**src/rtl/r_type_issue_unit_pkg.sv**
```systemverilog
// Shared definitions for the R-type issue unit: opcode and funct encodings
// of the supported operations, the instruction field layout, the buffer
// depth and the legality decode used by the issue logic.
package r_type_issue_unit_pkg;

    localparam logic [5:0] OP_RTYPE = 6'b000000;

    localparam logic [5:0] FN_SLL  = 6'b000000;
    localparam logic [5:0] FN_SRL  = 6'b000010;
    localparam logic [5:0] FN_SRA  = 6'b000011;
    localparam logic [5:0] FN_ADD  = 6'b100000;
    localparam logic [5:0] FN_ADDU = 6'b100001;
    localparam logic [5:0] FN_AND  = 6'b100100;
    localparam logic [5:0] FN_OR   = 6'b100101;
    localparam logic [5:0] FN_SUB  = 6'b100010;
    localparam logic [5:0] FN_SLTU = 6'b101011;

    localparam int FIFO_DEPTH = 2;

    typedef struct packed {
        logic [5:0] opcode;
        logic [4:0] rs;
        logic [4:0] rt;
        logic [4:0] rd;
        logic [4:0] shamt;
        logic [5:0] funct;
    } r_instr_t;

    // True when the opcode/funct pair is one of the supported R-type operations.
    function automatic logic is_legal(input logic [5:0] opcode, input logic [5:0] funct);
        logic ok;
        if (opcode != OP_RTYPE) begin
            ok = 1'b0;
        end else begin
            case (funct)
                FN_SLL, FN_SRL, FN_SRA, FN_ADD, FN_ADDU,
                FN_AND, FN_OR, FN_SUB, FN_SLTU: ok = 1'b1;
                default:                        ok = 1'b0;
            endcase
        end
        return ok;
    endfunction

endpackage

```
**src/rtl/r_type_issue_unit_fifo.sv**
```systemverilog
// instr_fifo2: two-entry first-in first-out buffer of 32-bit instruction words.
// Ports:
//   clk, rst_n          clock, asynchronous active-low reset
//   i_flush             synchronous clear; overrides push and pop
//   i_push, i_data      write request and word (ignored when full)
//   i_pop               remove head (ignored when empty)
//   o_data              current head word
//   o_full, o_empty     occupancy flags
module instr_fifo2
    import r_type_issue_unit_pkg::*;
(
    input  logic        clk,
    input  logic        rst_n,
    input  logic        i_flush,
    input  logic        i_push,
    input  logic [31:0] i_data,
    input  logic        i_pop,
    output logic [31:0] o_data,
    output logic        o_full,
    output logic        o_empty
);

    localparam logic [1:0] DEPTH_C = 2'(FIFO_DEPTH);

    logic [31:0] r_mem [0:FIFO_DEPTH-1];
    logic        r_wr_ptr;
    logic        r_rd_ptr;
    logic [1:0]  r_count;
    logic        w_push;
    logic        w_pop;

    // A full buffer refuses a push even if the head leaves in the same cycle.
    assign w_push  = i_push && (r_count != DEPTH_C) && !i_flush;
    assign w_pop   = i_pop && (r_count != 2'd0) && !i_flush;
    assign o_data  = r_mem[r_rd_ptr];
    assign o_full  = (r_count == DEPTH_C);
    assign o_empty = (r_count == 2'd0);

    // Storage, pointers and occupancy.
    always_ff @(posedge clk or negedge rst_n) begin
        if (!rst_n) begin
            for (int i = 0; i < FIFO_DEPTH; i++) begin
                r_mem[i] <= 32'd0;
            end
            r_wr_ptr <= 1'b0;
            r_rd_ptr <= 1'b0;
            r_count  <= 2'd0;
        end else if (i_flush) begin
            r_wr_ptr <= 1'b0;
            r_rd_ptr <= 1'b0;
            r_count  <= 2'd0;
        end else begin
            if (w_push) begin
                r_mem[r_wr_ptr] <= i_data;
                r_wr_ptr        <= ~r_wr_ptr;
            end
            if (w_pop) begin
                r_rd_ptr <= ~r_rd_ptr;
            end
            case ({w_push, w_pop})
                2'b10:   r_count <= r_count + 2'd1;
                2'b01:   r_count <= r_count - 2'd1;
                default: r_count <= r_count;
            endcase
        end
    end

endmodule

```
**src/rtl/r_type_issue_unit.sv**
```systemverilog
// r_type_issue_unit: buffers MIPS instruction words and issues supported
// R-type operations to the ALU stage; unsupported words are dropped with a
// one-cycle illegal pulse.
// Ports:
//   clk, rst_n                       clock, asynchronous active-low reset
//   flush                            synchronous clear of buffered words
//   instr_valid/instr_ready/instr    upstream handshake and word
//   issue_valid/issue_ready          ALU-stage handshake
//   funct, rs_num, rt_num, rd_num, shamt   issued operation fields (0 when idle)
//   illegal                          head discarded as unsupported this cycle
//   issued_count                     wrapping count of issue handshakes
//   illegal_count                    saturating count of discarded words
module r_type_issue_unit
    import r_type_issue_unit_pkg::*;
(
    input  logic        clk,
    input  logic        rst_n,
    input  logic        flush,
    input  logic        instr_valid,
    output logic        instr_ready,
    input  logic [31:0] instr,
    output logic        issue_valid,
    input  logic        issue_ready,
    output logic [5:0]  funct,
    output logic [4:0]  rs_num,
    output logic [4:0]  rt_num,
    output logic [4:0]  rd_num,
    output logic [4:0]  shamt,
    output logic        illegal,
    output logic [15:0] issued_count,
    output logic [7:0]  illegal_count
);

    logic [31:0] w_head_word;
    r_instr_t    w_head;
    logic        w_full;
    logic        w_empty;
    logic        w_push;
    logic        w_pop;
    logic        w_issue_valid;
    logic        w_illegal;
    logic        w_issue_fire;
    logic [15:0] r_issued_count;
    logic [7:0]  r_illegal_count;

    // rst_n gates readiness directly so the port is low for the whole reset.
    assign instr_ready = rst_n && !w_full && !flush;
    assign w_push      = instr_valid && instr_ready;
    assign w_head      = r_instr_t'(w_head_word);

    instr_fifo2 u_fifo (
        .clk     (clk),
        .rst_n   (rst_n),
        .i_flush (flush),
        .i_push  (w_push),
        .i_data  (instr),
        .i_pop   (w_pop),
        .o_data  (w_head_word),
        .o_full  (w_full),
        .o_empty (w_empty)
    );

    // Head decode: present a legal head, flag an illegal one, zero fields otherwise.
    always_comb begin
        w_issue_valid = 1'b0;
        w_illegal     = 1'b0;
        funct         = 6'd0;
        rs_num        = 5'd0;
        rt_num        = 5'd0;
        rd_num        = 5'd0;
        shamt         = 5'd0;
        if (!w_empty && !flush) begin
            if (is_legal(w_head.opcode, w_head.funct)) begin
                w_issue_valid = 1'b1;
                funct         = w_head.funct;
                rs_num        = w_head.rs;
                rt_num        = w_head.rt;
                rd_num        = w_head.rd;
                shamt         = w_head.shamt;
            end else begin
                w_illegal = 1'b1;
            end
        end else begin
            w_issue_valid = 1'b0;
        end
    end

    assign issue_valid  = w_issue_valid;
    assign illegal      = w_illegal;
    assign w_issue_fire = w_issue_valid && issue_ready;
    // An illegal head leaves unconditionally; a legal one waits for the ALU.
    assign w_pop        = w_illegal || w_issue_fire;

    // Issue and discard counters; both flags are already low during flush.
    always_ff @(posedge clk or negedge rst_n) begin
        if (!rst_n) begin
            r_issued_count  <= 16'd0;
            r_illegal_count <= 8'd0;
        end else begin
            if (w_issue_fire) begin
                r_issued_count <= r_issued_count + 16'd1;
            end
            if (w_illegal && (r_illegal_count != 8'hFF)) begin
                r_illegal_count <= r_illegal_count + 8'd1;
            end
        end
    end

    assign issued_count  = r_issued_count;
    assign illegal_count = r_illegal_count;

endmodule

```
**config.mk**
```make
export PLATFORM = sky130hd
export DESIGN_NAME = r_type_issue_unit
export DESIGN_NICKNAME = d
export VERILOG_FILES = /design/src/rtl/r_type_issue_unit_pkg.sv /design/src/rtl/r_type_issue_unit_fifo.sv /design/src/rtl/r_type_issue_unit.sv
export SDC_FILE = /design/constraint.sdc
export NUM_CORES = 1
export LEC_CHECK = 0
export CORE_ASPECT_RATIO = 1.25
export CORE_MARGIN = 5
export CORE_UTILIZATION = 35
export CTS_CLUSTER_DIAMETER = 120
export CTS_CLUSTER_SIZE = 30
export DETAILED_ROUTE_END_ITERATION = 10
export GPL_ROUTABILITY_DRIVEN = 0
export PLACE_DENSITY_LB_ADDON = 0.3
export SLEW_MARGIN = 20
export SYNTH_ARGS = -nofsm -noshare
export SYNTH_HDL_FRONTEND = slang
export SYNTH_SLANG_ARGS = --single-unit
```
**constraint.sdc**
```tcl
create_clock -name clk -period 7 [get_ports clk]
set_input_delay 2.1 -clock clk [delete_from_list [all_inputs] [get_ports clk]]
set_output_delay 2.1 -clock clk [all_outputs]
set_load 0.02 [all_outputs]
```
==> flow_metrics.env, run 1 <==
export IMPL_synthAdderAreaFrac_pct=0.5870
export IMPL_synth_net_count=375
export IMPL_pin_count=90
export IMPL_power_frac_seq_pct=47.9
export IMPL_hold_viol=0
export IMPL_drive_above_1_share_pct=24.07
export IMPL_grt_pass1_vias=3084
export IMPL_skew_ns=0.007887
export IMPL_cts_root_buf="clkbuf_16"
export IMPL_antenna_left=0
export IMPL_pwr_share_clk_pct=33.0
export IMPL_total_power_mw=1.498
export IMPL_endpoint_kind="output port"
export IMPL_die_width_um=108.7
export IMPL_route_vias_total=2875
export IMPL_critical_path_required_ns=4.90
export IMPL_cts_resized=0
export IMPL_rsz0062_at_grt="false"
export IMPL_cts_max_path_buffers=2
export IMPL_netlist_instances=336
export IMPL_syn_avg_cell_area_um2=12.69
export IMPL_area_growth_syn_to_layout_pct=31.96
export IMPL_synth_cell_types=45
export IMPL_synth_top_family_by_area="multiplexers"
export IMPL_routed_wl_mm=9.352
export IMPL_leakagePower_nw=2.342
export IMPL_drtIter0Drc=83
export IMPL_p_per_area_mw_per_mm2=266.4
export IMPL_power_switching_mw=0.3986
export IMPL_synth_area_leaders="dfrtp_1 (54%), mux2_2 (18%), mux2i_1 (5.9%)"
export IMPL_synth_compound_area_share_pct=2.671
export IMPL_hold_path_class="flop to flop"
export IMPL_syn_area_mm2=0.004263
export IMPL_wire_per_inst_um=15.80
export IMPL_port_buffer_count=88
export IMPL_finalNetCount=463
export IMPL_synth_xor_area_share_pct=4.491
export IMPL_grt_overflow=0
export IMPL_firstDrtPassIters=4
export IMPL_synthSimpleGateAreaFrac_pct=11.45
export IMPL_cp_start_kind="input pin"
export IMPL_htreeDepth=3
export IMPL_design_core_area_mm2=0.01205
export IMPL_p_int_mw=1.100
export IMPL_grt_max_degree=50
export IMPL_clkSinkCount=92
export IMPL_die_h_um=133.4
export IMPL_status="finished clean"
export IMPL_maxCapViolCount=0
export IMPL_power_frac_comb_pct=19.2
export IMPL_dieArea_mm2=0.01450
export IMPL_vdd_drop_max_mv=0.1115
export IMPL_crit_fanout=23
export IMPL_ys_seq_elements=92
export IMPL_synthMuxAreaShare_pct=24.51
export IMPL_ys_warn_count=0
export IMPL_yosysMostFrequentCell="dfrtp_1"
export IMPL_dp_cells=577
export IMPL_drc_errors=0
export IMPL_synth_common_cells="dfrtp_1 (92), mux2_2 (68), nor2_1 (30), mux2i_1 (25), xnor2_1 (16)"
export IMPL_track_usage_pct=13.62
export IMPL_synth_top_area_share_pct=54.01
export IMPL_fill_cells=1159
export IMPL_insertion_delay_ns=0.34
export IMPL_slew_headroom_pct=30.99
export IMPL_hold_buffers=0
export IMPL_finalCritPeriodShare_pct=90.95
export IMPL_synth_ff_type="dfrtp_1"
export IMPL_final_cells=592
export IMPL_postCtsSetupBuffers=0
export IMPL_fmax_ghz=0.1571
export IMPL_r2r_slack_ns=3.57
export IMPL_start_util_pct=35.38
export IMPL_setup_tns_ns=0
export IMPL_critical_path_class="input pin to output port"
export IMPL_period_minus_slack_ns=6.367
export IMPL_synth_top_area_cell="dfrtp_1"
export IMPL_arrival_ns=4.27
export IMPL_async_flop_share_pct=100.0
export IMPL_slew_viol_final=0
export IMPL_yosysSeqAreaShare_pct=54.01
export IMPL_grt_pass1_wl_mm=15.44
export IMPL_worst_slew_pin_slew_ns=1.033
export IMPL_cts_made_buffers=9
export IMPL_synth_edf_count=0
export IMPL_rows=45
export IMPL_avgViaCountPerCell=4.856
export IMPL_cts_tree="done"
export IMPL_setup_viol=0
export IMPL_dp_hpwl_mm=6.501
export IMPL_swShare_pct=26.60
export IMPL_clkTransAtPathRegs_ns=0.07
export IMPL_antenna_found_initial=0
export IMPL_holdWs_ns=0.4701
export IMPL_antenna_cells=0
[power by group through the flow]
stage                     logic (mW)  registers [mW]  clock network, mW
after floorplan                0.191           0.715                  0
after global placement         0.287           0.721                  0
after detailed placement       0.292           0.728                  0
after CTS                      0.293           0.718              0.510
after global routing           0.316           0.733              0.532
final                          0.287           0.717              0.494
[flip-flops by register name (all words and copies together), names as in the netlist]
name / count
illegal_count: 8
issued_count: 16
u_fifo.r_count: 2
u_fifo.r_mem: 64
u_fifo.r_rd_ptr: 1
u_fifo.r_wr_ptr: 1
[layout by cell type, fill, tap and decap left out, types with 4 or more instances in the layout]
cell type / synthesis / layout
and3_1: 8 / 8
buf_4: 3 / 4
clkbuf_16: 0 / 9
clkdlybuf4s50_1: 0 / 87
dfrtp_1: 92 / 91
inv_1: 4 / 4
mux2_2: 68 / 68
mux2i_1: 25 / 25
nand2_1: 12 / 12
nand3_1: 14 / 13
nand4_1: 6 / 6
nor2_1: 30 / 29
nor3_1: 5 / 5
xnor2_1: 16 / 16
xor2_1: 4 / 4
[cells by family (layout without fill, tap and decap cells)]
group,after synthesis,count (layout)
buffers and inverters,19,111
AO/OA/AOI/OAI,15,15
AND/OR/NAND/NOR,91,91
other,1,1
multiplexers,95,95
XOR/XNOR,21,21
adder cells (fa/ha/maj),2,2
flip-flops,92,92
[final cells by class]
class,instances,area [µm²],area share (%)
timing repair buffer,92,920.9,16.37
tap,164,205.2,3.648
inverter,4,15.01,0.2669
clock inverter,4,48.80,0.8674
multi-input combinational,225,1879,33.41
clock buffer,11,252.7,4.493
sequential,92,2303,40.95
[stage by stage]
step / utilization, % / cell area, µm² / setup slack, ns
final: 46.69 / 5625 / 0.6332
after global routing: 46.69 / 5625 / 0.5156
after CTS: 46.69 / 5625 / 0.6398
after detailed placement: 44.18 / 5324 / 0.6453
after global placement: 44.18 / 5324 / 0.7279
after floorplan: - / 4263 / 1.744
[routing by layer]
| layer | part of all wire, % | global-route usage (%) | wire, µm | up-vias |
|---|---|---|---|---|
| met5 | 0 | 0 | 0 | - |
| met2 | 48 | 21.58 | 4524 | 92 |
| li1 | - | - | - | 1358 |
| met4 | 2.6 | 6.596 | 241 | 0 |
| met3 | 7.0 | 3.781 | 657 | 17 |
| met1 | 42 | 17.02 | 3928 | 1408 |
[critical path, cell delays in order]
cell             delay, ns
clkdlybuf4s50_1       0.53
nor2_1                0.19
nand3_1               0.35
buf_12                0.31
nor2_1                0.16
clkdlybuf4s50_1       0.63
[path summary, 6_finish.rpt]
kind | from | endpoint | depth (start not counted)
max reg2reg | u_fifo.r_rd_ptr$_DFFE_PN0P_ | issued_count[7]$_DFFE_PN0P_ | 6
min reg2reg | issued_count[15]$_DFFE_PN0P_ | issued_count[15]$_DFFE_PN0P_ | 1
max | flush | funct[1] | 6
min | issued_count[15]$_DFFE_PN0P_ | issued_count[15]$_DFFE_PN0P_ | 1
min in group asynchronous | rst_n | illegal_count[5]$_DFFE_PN0P_ | 2
max in group asynchronous | rst_n | u_fifo.r_mem[48]$_DFFE_PN0P_ | 3
Power figures use the tool's default switching activity.
==> inputs of run 2 (changes only) <==
--- a/config.mk
+++ b/config.mk
@@ -13,6 +13,7 @@
 export DETAILED_ROUTE_END_ITERATION = 10
 export GPL_ROUTABILITY_DRIVEN = 0
 export PLACE_DENSITY_LB_ADDON = 0.3
+export SKIP_LAST_GASP = 1
 export SLEW_MARGIN = 20
 export SYNTH_ARGS = -nofsm -noshare
 export SYNTH_HDL_FRONTEND = slang
==> constraint.sdc (replaced) <==
create_clock -name clk -period 5.26 [get_ports clk]
set_input_delay 1.578 -clock clk [delete_from_list [all_inputs] [get_ports clk]]
set_output_delay 1.578 -clock clk [all_outputs]
set_load 0.02 [all_outputs]
==> run 2 against run 1 <==
Wire length rose by 0.32%. Combinational power rose by 36%. Sequential share of layout area barely moved. Clock skew rose by 0.0011 ns. Count of clock-buffer cells in the layout rose by 2. Total power rose by 29%. Hold slack improved by 0.0017 ns. Critical path depth rose by 2. Via count rose by 1.6%. Sequential power rose by 32%. Critical path type is now flop to output port. Largest cell class unchanged. Highest routed layer unchanged.
==> flow_metrics.env, run 2 (synthesis results as in run 1) <==
export IMPL_status="finished clean"
export IMPL_grt_pass1_vias=3135
export IMPL_swShare_pct=26.47
export IMPL_rows=45
export IMPL_drtIter0Drc=83
export IMPL_wire_per_inst_um=15.72
export IMPL_finalCritPeriodShare_pct=95.32
export IMPL_cts_root_buf="clkbuf_16"
export IMPL_route_vias_total=2921
export IMPL_worst_slew_pin_slew_ns=0.6696
export IMPL_use_met3_pct=4.169
export IMPL_startpoint="u_fifo.r_rd_ptr$_DFFE_PN0P_"
export IMPL_grt_util_met2_pct=21.55
export IMPL_drc_errors=0
export IMPL_hold_buffers=0
export IMPL_placed_area_mm2=0.005361
export IMPL_hold_start="issued_count[15]$_DFFE_PN0P_"
export IMPL_fmax_ghz=0.1995
export IMPL_finalNetCount=468
export IMPL_cts_tree="done"
export IMPL_slew_headroom_pct=55.36
export IMPL_endpoint_kind="output port"
export IMPL_dieArea_mm2=0.01450
export IMPL_avgViaCountPerCell=4.893
export IMPL_cts_made_buffers=9
export IMPL_setup_tns_ns=0
export IMPL_rsz0062_at_grt="false"
export IMPL_top_register="u_fifo.r_mem"
export IMPL_top_usage_layer="met2"
export IMPL_postCtsSetupBuffers=0
export IMPL_vdd_drop_max_mv=0.1523
export IMPL_die_h_um=133.4
export IMPL_utilization_pct=46.74
export IMPL_setup_viol=0
export IMPL_p_int_mw=1.418
export IMPL_die_width_um=108.7
export IMPL_power_frac_seq_pct=49.1
export IMPL_area_growth_syn_to_layout_pct=32.11
export IMPL_skew_ns=0.009014
export IMPL_cts_resized=0
export IMPL_rr_startpoint="u_fifo.r_rd_ptr$_DFFE_PN0P_"
export IMPL_routed_wl_mm=9.382
export IMPL_maxCapViolCount=0
export IMPL_slew_viol_final=0
export IMPL_htreeDepth=3
export IMPL_hold_path_class="flop to flop"
export IMPL_grt_max_degree=54
export IMPL_power_frac_comb_pct=20.3
export IMPL_hold_viol=0
export IMPL_period_minus_slack_ns=5.014
export IMPL_grt_pass1_wl_mm=15.45
export IMPL_insertion_delay_ns=0.33
export IMPL_critical_path_class="flop to output port"
export IMPL_layout_commonest_cell="dfrtp_1"
export IMPL_grt_overflow=0
export IMPL_dp_hpwl_mm=6.592
export IMPL_pwr_share_clk_pct=30.6
export IMPL_pin_count=90
export IMPL_fill_cells=1155
export IMPL_antenna_found_initial=0
export IMPL_layout_common_cells="dfrtp_1 (91), clkdlybuf4s50_1 (87), mux2_2 (68)"
export IMPL_largest_reg_flops=64
export IMPL_antenna_left=0
export IMPL_critical_path_required_ns=3.68
export IMPL_firstDrtPassIters=4
export IMPL_design_area_mm2=0.005632
export IMPL_holdWs_ns=0.4718
export IMPL_antenna_cells=0
export IMPL_clkSinkCount=92
export IMPL_power_switching_mw=0.5103
export IMPL_clkTransAtPathRegs_ns=0.06
export IMPL_p_per_area_mw_per_mm2=342.3
export IMPL_port_buffer_count=88
export IMPL_cp_start_kind="flop"
export IMPL_arrival_ns=3.44
export IMPL_crit_fanout=26
export IMPL_total_power_mw=1.928
export IMPL_cts_max_path_buffers=2
export IMPL_track_usage_pct=13.49
export IMPL_start_util_pct=35.38
export IMPL_leakagePower_nw=2.351
export IMPL_grt_util_met1_pct=17.38
export IMPL_design_core_area_mm2=0.01205
export IMPL_drive_above_1_share_pct=24.48
-- run 2: changes by cell type in the layout (fill, tap and decap cells not counted), sizes merged --
cell    before  now
clkbuf      11   13
bufinv       1    0
clkinv       3    2
buf          5   10
-- run 2: per-stage QoR --
step                setup WS [ns]  cells
finish                     0.2463    597
global route             0.008952    597
CTS                        0.1977    597
detailed placement         0.2870    582
global placement           0.2843    582
floorplan                   1.048    336
-- run 2: worst paths after layout --
path,end,slack [ns],cells after the start
max,funct[0],0.25,8
min,issued_count[15]$_DFFE_PN0P_,0.47,1
max reg2reg,issued_count[7]$_DFFE_PN0P_,2.30,7
min reg2reg,issued_count[15]$_DFFE_PN0P_,0.47,1
max in group asynchronous,u_fifo.r_rd_ptr$_DFFE_PN0P_,2.82,3
min in group asynchronous,issued_count[10]$_DFFE_PN0P_,1.33,2
-- run 2: final cells by class --
cell class	instances	area, µm²	share of cell area (%)
Sequential cell	92	2303	40.90
Multi-Input combinational cell	225	1879	33.37
Inverter	4	15.01	0.2666
Timing Repair Buffer	97	958.4	17.02
Tap cell	164	205.2	3.644
Clock inverter	2	10.01	0.1777
Clock buffer	13	260.3	4.621
-- run 2: power groups by stage --
stage	Combinational, mW	Sequential, mW	Clock [mW]
final	0.391	0.947	0.590
after floorplan	0.255	0.951	0
after detailed placement	0.398	0.961	0
after global placement	0.391	0.950	0
after global routing	0.431	0.967	0.642
after CTS	0.399	0.949	0.612
-- run 2: critical path, cell delays in order, from the launching register on --
cell	delay, ns
dfrtp_2	0.56
buf_4	0.41
nor4b_1	0.34
nand2_1	0.13
a21oi_1	0.36
nand3_1	0.29
buf_12	0.25
nor2_1	0.13
clkdlybuf4s50_1	0.62
-- run 2: per-layer routing --
metal | wire (µm) | up-vias | share of wire (%)
li1 | - | 1367 | -
met1 | 4107 | 1453 | 44
met2 | 4481 | 92 | 48
met3 | 661 | 9 | 7.0
met4 | 131 | 0 | 1.4
met5 | 0 | - | 0
==> inputs of run 3 (changes only) <==
--- a/config.mk
+++ b/config.mk
@@ -7,7 +7,7 @@
 export LEC_CHECK = 0
 export CORE_ASPECT_RATIO = 1.25
 export CORE_MARGIN = 5
-export CORE_UTILIZATION = 35
+export CORE_UTILIZATION = 45
 export CTS_CLUSTER_DIAMETER = 120
 export CTS_CLUSTER_SIZE = 30
 export DETAILED_ROUTE_END_ITERATION = 10
==> constraint.sdc (replaced) <==
create_clock -name clk -period 5.26 [get_ports clk]
set_input_delay 1.578 -clock clk [delete_from_list [all_inputs] [get_ports clk]]
set_output_delay 1.578 -clock clk [all_outputs]
set_load 0.01 [all_outputs]
==> run 3 against run 2 <==
First-iteration DRC count decreased by 23%. Clock power grew 4.1%. Final cell count decreased by 7.0%. Sequential power is essentially flat. Highest routed layer unchanged. Sequential share of layout area increased by 0.39 points. Register-to-register slack about the same. Largest power group unchanged. Clock skew is 0.0023 ns lower. Utilization up 14 points. Sequential cell count unchanged. Count of clock-buffer cells in the layout is 1 higher. Critical path type is now input pin to output port. Critical path depth fell by 2. Critical endpoint is now rt_num[2].
==> flow_metrics.env, run 3 (synthesis results as in run 1) <==
export IMPL_status="finished clean"
export IMPL_slew_viol_final=0
export IMPL_maxCapViolCount=0
export IMPL_grt_pass1_vias=3166
export IMPL_endpoint_kind="output port"
export IMPL_firstDrtPassIters=4
export IMPL_finalNetCount=467
export IMPL_dieArea_mm2=0.01153
export IMPL_layout_common_cells="dfrtp_1 (91), clkdlybuf4s50_1 (87), mux2_2 (68)"
export IMPL_hold_buffers=0
export IMPL_area_growth_syn_to_layout_pct=30.88
export IMPL_htreeDepth=3
export IMPL_routed_wl_mm=8.907
export IMPL_top_register="u_fifo.r_mem"
export IMPL_fmax_ghz=0.2026
export IMPL_holdWs_ns=0.4857
export IMPL_cts_tree="done"
export IMPL_hold_path_class="flop to flop"
export IMPL_cts_made_buffers=9
export IMPL_skew_ns=0.006698
export IMPL_drc_errors=0
export IMPL_worstPathCellList="clkdlybuf4s50_1 -> nor2_1 -> nand3_1 -> buf_4 -> nor2_1 -> clkdlybuf4s50_1"
export IMPL_rows=39
export IMPL_worstReg2RegEnd="issued_count[7]$_DFFE_PN0P_"
export IMPL_port_buffer_count=88
export IMPL_path_delay_family="buffers and inverters"
export IMPL_antenna_found_initial=0
export IMPL_period_minus_slack_ns=4.935
export IMPL_antenna_cells=0
export IMPL_arrival_ns=3.36
export IMPL_pre_cts_ws_ns=0.3222
export IMPL_avgViaCountPerCell=5.227
export IMPL_clkTransAtPathRegs_ns=0.06
export IMPL_setup_viol=0
export IMPL_holdPathStages=1
export IMPL_worst_slew_pin_slew_ns=0.5908
export IMPL_crit_fanout=30
export IMPL_track_usage_pct=16.15
export IMPL_postCtsSetupBuffers=0
export IMPL_slew_headroom_pct=60.61
export IMPL_wire_per_inst_um=16.05
export IMPL_clkSinkCount=92
export IMPL_dp_hpwl_mm=6.553
export IMPL_die_h_um=118.8
export IMPL_slowest_delay_ns=0.55
export IMPL_hold_start="issued_count[13]$_DFFE_PN0P_"
export IMPL_antenna_left=0
export IMPL_r2r_cells=8
export IMPL_slowest_stage="clkdlybuf4s50_1"
export IMPL_p_per_area_mw_per_mm2=347.4
export IMPL_cts_root_buf="clkbuf_16"
export IMPL_hold_end="issued_count[13]$_DFFE_PN0P_"
export IMPL_total_power_mw=1.938
export IMPL_critical_path_required_ns=3.68
export IMPL_hold_viol=0
export IMPL_drtIter0Drc=64
export IMPL_design_core_area_mm2=0.009223
export IMPL_vdd_drop_max_mv=0.2057
export IMPL_rsz0062_at_grt="false"
export IMPL_critical_path_class="input pin to output port"
export IMPL_cts_max_path_buffers=2
export IMPL_insertion_delay_ns=0.33
export IMPL_layout_commonest_cell="dfrtp_1"
export IMPL_grt_pass1_wl_mm=15.28
export IMPL_r2r_slack_ns=2.29
export IMPL_pin_count=90
export IMPL_finalCritPeriodShare_pct=93.82
export IMPL_largest_reg_flops=64
export IMPL_grt_max_degree=49
export IMPL_cp_start_kind="input pin"
export IMPL_setup_tns_ns=0
export IMPL_route_vias_total=2901
export IMPL_cts_resized=0
export IMPL_grt_overflow=0
export IMPL_die_width_um=97.06
export IMPL_start_util_pct=46.22
export IMPL_rr_startpoint="u_fifo.r_rd_ptr$_DFFE_PN0P_"
export IMPL_critPathBufInv=3
export IMPL_worst_slack_ns=0.3250
export IMPL_drive_above_1_share_pct=24.54
export IMPL_leakagePower_nw=2.349
export IMPL_critical_path_depth=6
-- run 3: cell count changes in the layout (fill, tap and decap cells not counted), sizes merged --
cell	before	now
clkinv	2	1
clkbuf	13	14
buf	10	9
-- run 3: layout make-up --
cell class	count	area (µm²)
Clock buffer	14	284.0
Clock inverter	1	5.005
Fill cell	755	3643
Inverter	4	15.01
Multi-Input combinational cell	225	1879
Sequential cell	92	2303
Tap cell	123	153.9
Timing Repair Buffer	96	938.4
-- run 3: per-layer routing --
layer / routed length [µm] / vias to the layer above / global-route usage, %
met5: 0 / - / 0
met4: 115 / 0 / 5.882
met3: 418 / 10 / 3.626
met2: 4567 / 74 / 28.07
met1: 3805 / 1445 / 19.66
li1: - / 1372 / -
-- run 3: how the worst max path moves through the flow --
stage,to,startpoint
floorplan,rd_num[0],flush
global placement,funct[0],flush
detailed placement,funct[3],flush
CTS,funct[3],flush
global route,funct[1],flush
finish,rt_num[2],flush
-- run 3: power breakdown --
group,internal [mW],total (mW),switching (mW)
Clock,0.369,0.614,0.245
Sequential,0.854,0.947,0.0929
Combinational,0.221,0.378,0.156
-- run 3: per-stage QoR --
| stage | cells | util (%) | area, µm² |
|---|---|---|---|
| finish | 555 | 60.49 | 5579 |
| global route | 555 | 60.49 | 5579 |
| CTS | 555 | 60.49 | 5579 |
| detailed placement | 540 | 57.36 | 5290 |
| global placement | 540 | 57.36 | 5290 |
| floorplan | 336 | - | 4263 |
